--- src/rtl/hazard_scoreboard_pkg.sv ---
// Shared slot record for the EXE/MEM/WB shadow pipeline, plus the bubble and R0 constants.
package hazard_scoreboard_pkg;

  localparam int SLOT_AW = 5;

  typedef struct packed {
    logic [SLOT_AW-1:0] dest;
    logic               wb_en;
    logic               mem_read;
  } slot_t;

  localparam slot_t BUBBLE = '0;
  localparam logic [SLOT_AW-1:0] REG_ZERO = '0;

endpackage

--- src/rtl/hazard_src_match.sv ---
// Compares one source register against the EXE/MEM/WB slots; hit_o = {wb, mem, exe}.
// Purely combinational, no backpressure.
module hazard_src_match
  import hazard_scoreboard_pkg::*;
#(
  parameter int REG_AW = SLOT_AW
) (
  input  logic [REG_AW-1:0] src_i,
  input  slot_t             exe_i,
  input  slot_t             mem_i,
  input  slot_t             wb_i,
  output logic [2:0]        hit_o
);

  logic src_nz;
  logic unused_mem_read;

  // R0 is hardwired, so it can never be a real dependency.
  assign src_nz = (src_i != REG_ZERO);

  assign hit_o[0] = src_nz & exe_i.wb_en & (exe_i.dest == src_i);
  assign hit_o[1] = src_nz & mem_i.wb_en & (mem_i.dest == src_i);
  assign hit_o[2] = src_nz & wb_i.wb_en  & (wb_i.dest  == src_i);

  assign unused_mem_read = ^{exe_i.mem_read, mem_i.mem_read, wb_i.mem_read};

endmodule

--- src/rtl/hazard_scoreboard.sv ---
// Shadow EXE/MEM/WB slots feeding forwarding; raises hazard_stall combinationally, slots advance 1/clk.
// mem_stall freezes all slots; HAZARD_STATS_EN builds a saturating stall-cycle counter.
module hazard_scoreboard
  import hazard_scoreboard_pkg::*;
#(
  parameter int REG_AW = SLOT_AW,
  parameter int STAT_W = 16
) (
  input  logic              clk,
  input  logic              rst,
  input  logic              id_valid,
  input  logic [REG_AW-1:0] id_src1,
  input  logic [REG_AW-1:0] id_src2,
  input  logic [REG_AW-1:0] id_src3,
  input  logic              id_uses_src2,
  input  logic              id_is_store_bne,
  input  logic [REG_AW-1:0] id_dest,
  input  logic              id_wb_en,
  input  logic              id_mem_read,
  input  logic              forwarding_enable,
  input  logic              mem_stall,
  input  logic              flush,
  output logic              hazard_stall,
  output logic [REG_AW-1:0] exe_dest,
  output logic              exe_wb_en,
  output logic [REG_AW-1:0] mem_dest,
  output logic              mem_wb_en,
  output logic [REG_AW-1:0] wb_dest,
  output logic              wb_wb_en,
  output logic [STAT_W-1:0] stall_cycles
);

  slot_t exe_q, exe_d;
  slot_t mem_q, mem_d;
  slot_t wb_q,  wb_d;
  slot_t id_slot;

  logic [2:0] hit1, hit2, hit3;
  logic       exe_hit, mem_hit, stall_raw;
  logic       unused_bits;

  hazard_src_match #(.REG_AW(REG_AW)) u_match_src1 (
    .src_i(id_src1), .exe_i(exe_q), .mem_i(mem_q), .wb_i(wb_q), .hit_o(hit1)
  );
  hazard_src_match #(.REG_AW(REG_AW)) u_match_src2 (
    .src_i(id_src2), .exe_i(exe_q), .mem_i(mem_q), .wb_i(wb_q), .hit_o(hit2)
  );
  hazard_src_match #(.REG_AW(REG_AW)) u_match_src3 (
    .src_i(id_src3), .exe_i(exe_q), .mem_i(mem_q), .wb_i(wb_q), .hit_o(hit3)
  );

  assign exe_hit = hit1[0] | (id_uses_src2 & hit2[0]) | (id_is_store_bne & hit3[0]);
  assign mem_hit = hit1[1] | (id_uses_src2 & hit2[1]) | (id_is_store_bne & hit3[1]);

  // WB matches never stall: the register file writes before it reads.
  assign unused_bits = ^{hit1[2], hit2[2], hit3[2], mem_q.mem_read, wb_q.mem_read};

  assign stall_raw = forwarding_enable ? (exe_q.mem_read & exe_hit) : (exe_hit | mem_hit);
  assign hazard_stall = id_valid & ~flush & stall_raw;

  assign id_slot = '{dest: id_dest, wb_en: id_wb_en, mem_read: id_mem_read};

  always_comb begin
    exe_d = exe_q;
    mem_d = mem_q;
    wb_d  = wb_q;
    if (!mem_stall) begin
      wb_d  = mem_q;
      mem_d = exe_q;
      exe_d = (id_valid && !hazard_stall && !flush) ? id_slot : BUBBLE;
    end
  end

  always_ff @(posedge clk) begin
    if (rst) begin
      exe_q <= BUBBLE;
      mem_q <= BUBBLE;
      wb_q  <= BUBBLE;
    end else begin
      exe_q <= exe_d;
      mem_q <= mem_d;
      wb_q  <= wb_d;
    end
  end

  assign exe_dest  = exe_q.dest;
  assign exe_wb_en = exe_q.wb_en;
  assign mem_dest  = mem_q.dest;
  assign mem_wb_en = mem_q.wb_en;
  assign wb_dest   = wb_q.dest;
  assign wb_wb_en  = wb_q.wb_en;

`ifdef HAZARD_STATS_EN
  logic [STAT_W-1:0] stall_cnt_q, stall_cnt_d;

  always_comb begin
    stall_cnt_d = stall_cnt_q;
    if (hazard_stall && !mem_stall && (stall_cnt_q != '1)) begin
      stall_cnt_d = stall_cnt_q + STAT_W'(1);
    end
  end

  always_ff @(posedge clk) begin
    if (rst) begin
      stall_cnt_q <= '0;
    end else begin
      stall_cnt_q <= stall_cnt_d;
    end
  end

  assign stall_cycles = stall_cnt_q;
`else
  assign stall_cycles = '0;
`endif

endmodule

--- config.mk ---
export PLATFORM = sky130hd
export DESIGN_NAME = hazard_scoreboard
export DESIGN_NICKNAME = d
export VERILOG_FILES = /design/src/rtl/hazard_scoreboard_pkg.sv /design/src/rtl/hazard_src_match.sv /design/src/rtl/hazard_scoreboard.sv
export SDC_FILE = /design/constraint.sdc
export NUM_CORES = 1
export LEC_CHECK = 0
export ABC_AREA = 0
export CAP_MARGIN = 25
export CORE_MARGIN = 2
export CORE_UTILIZATION = 47
export DETAILED_ROUTE_END_ITERATION = 8
export PLACE_DENSITY_LB_ADDON = 0.3
export SLEW_MARGIN = 30
export SYNTH_ARGS = -nofsm -noshare
export SYNTH_HDL_FRONTEND = slang
export SYNTH_HIERARCHICAL = 1
export SYNTH_SLANG_ARGS = --single-unit
--- constraint.sdc ---
create_clock -name clk -period 9.46 [get_ports clk]
set_input_delay 2.838 -clock clk [delete_from_list [all_inputs] [get_ports clk]]
set_output_delay 2.838 -clock clk [all_outputs]
set_load 0.005 [all_outputs]
==> out/summary.txt <==
status: finished clean
fraction of layout instances using a drive strength above 1: 5.24%
Worst Skew: 12.4 ps
Starting Density: 49.8%
# hold bufs at CTS: 0
final hold vios: 0
R2R depth: 6
Core ar.: 2780 um2
CP Capture Type: output pin
DPL Wire Length: 2480 um
final period utilization: 83.8%
vias in the first global route: 1179
crit path max fanout: 3
Vias: 1173
yosys warns: 6
DRC: 0
final period demand of the worst path: 7930 ps
f_max: 126 MHz
most used cell, CP: clkdlybuf4s50_1
Cell Area, Synth: 1390 um2
Critical Path Source Type: input pin
worst-margin pin slew: 836 ps
pwr/cell area: 92.3 nW/um2
nets: 222
Worst Hold End: exe_q[0]$_SDFFE_PP0N_
clk_lat worst skew: 300 ps
die width: 58.3 um
area of placed instances: 1710 um2
CTS resizes: 0
H-Tree Level Count: 1
Arrival @ worst endpoint: 5090 ps
Clock transition at path regs: 110 ps
DR pass1 iterations: 4
CTS tree: yes
CTS buffer count: 3
Rel. slew slack: 44.1%
drt initial violations: 28
ANT cells: 0
hold path cells: 2
Port-buffer cells: 48
R2R Setup Slk: 7450 ps
Worst Hold Class: flip-flop to flip-flop
Synth Instances: 158
ANT nets after route: 0
Root Buffer: clkbuf_4
largest net degree at the start of global routing: 15
IO Count: 65
Max rail drop VDD: 81.1 uV
design area: 1740 um2
FF-to-FF End: exe_dest[4]$_SDFFE_PP0N_
endpoints failing setup: 0
die area: 3400 um2
cell chain of the critical path: clkdlybuf4s50_1, or4_1, nor2_2, nor4_1, a221oi_2, o22ai_1, and3b_1, clkdlybuf4s50_1
unrepaired setup endpoints after global routing: false
RePlAce Congestion: 0.888
Crit path largest cell delay: 560 ps
clock sinks: 19
Mapped Avg Cell Area: 8.77 um2
WL final: 3200 um
postcts setup bufs: 0
max_cap viols: 0
Setup TNS: 0 ps
leak pwr: 0.678 nW
Routed WL per cell: 14.4 um
area grow syn2layout: 25.3%
clk buf depth: 2
CP Buf/Inv Count: 2
Worst path slowest cell: or4_1
GRT Total Usage: 19.9%
Worst R2R Start: mem_dest[4]$_SDFFE_PP0N_
max-slew violation count: 0
first-pass GRT wire length: 5280 um
worst hold margin: 480 ps
Worst Hold Launch: exe_q[0]$_SDFFE_PP0N_
vias per cell: 5.28
type of the worst setup path: input pin to output pin
Worst EP required: 6620 ps
Placement Rows: 19
initial antenna violation count: 0
Overflow after GRT: 0
Worst path top cell family by delay: buffers and inverters
Die Y: 58.3 um
==> final cells by class <==
type | instances | area, um2
Clock inverter | 1 | 5.00
Fill cell | 241 | 1050
Multi-Input combinational cell | 113 | 782
Timing Repair Buffer | 48 | 480
Sequential cell | 19 | 380
Tap cell | 31 | 38.8
Clock buffer | 3 | 22.5
Inverter | 7 | 26.3
==> worst reg2reg max path, cell delays in order (launching register included) <==
cell and delay, ps:
dfxtp_1 520, xnor2_1 170, nand4_1 140, nor4_1 290, a221oi_2 130, o22ai_1 510, o31ai_1 130
==> through the flow <==
step | cells | worst slack, ps | total power [mW] | util [%]
6_report | 222 | 1530 | 0.160 | 62.4
5_1_grt | 222 | 1420 | 0.168 | 62.4
4_1_cts | 222 | 1540 | 0.160 | 62.4
3_5_place_dp | 218 | 1540 | 0.119 | 61.4
3_3_place_gp | 218 | 1590 | 0.118 | 61.4
2_1_floorplan | 173 | 2570 | 0.105 | -
==> state kept, by name, summed over array words and instances, names as in the netlist <==
| name | flops |
|---|---|
| exe_dest | 5 |
| mem_dest | 5 |
| wb_dest | 5 |
| exe_q | 1 |
| exe_wb_en | 1 |
| mem_wb_en | 1 |
| wb_wb_en | 1 |
==> worst max path at each step <==
stage,cells after the start,end,startpoint,slack [ps]
2_1_floorplan,6,hazard_stall,id_src2[1],2570
6_report,8,hazard_stall,id_src2[1],1530
5_1_grt,8,hazard_stall,id_src2[1],1420
3_5_place_dp,8,hazard_stall,id_src2[1],1540
4_1_cts,8,hazard_stall,id_src2[1],1540
3_3_place_gp,8,hazard_stall,id_src2[1],1590
==> power by group <==
group / internal, mW / switching [mW] / total, mW
Sequential: 0.0812 / 0.00230 / 0.0835
Clock: 0.0157 / 0.0267 / 0.0424
Combinational: 0.0198 / 0.0146 / 0.0343
==> layout by cell type (no fill, tap or decap), types with 2 or more instances in the layout <==
master,instances
clkbuf_4,3
clkdlybuf4s50_1,48
conb_1,16
dfxtp_1,19
inv_1,7
mux2i_1,12
nand2_1,8
nand4_1,6
nor2_1,12
nor2_2,3
nor2b_1,2
nor4_1,6
o22ai_1,2
o31ai_1,7
or4_1,3
xnor2_1,18
xor2_1,12
==> routing by layer <==
layer	global-route usage, %	up-vias	part of all wire, %
li1	-	560	-
met5	0	-	0
met4	6.64	0	0.72
met3	4.24	4	7.2
met1	25.3	557	42
met2	33.2	52	50
Note: power is estimated with default switching activity, not from simulation.
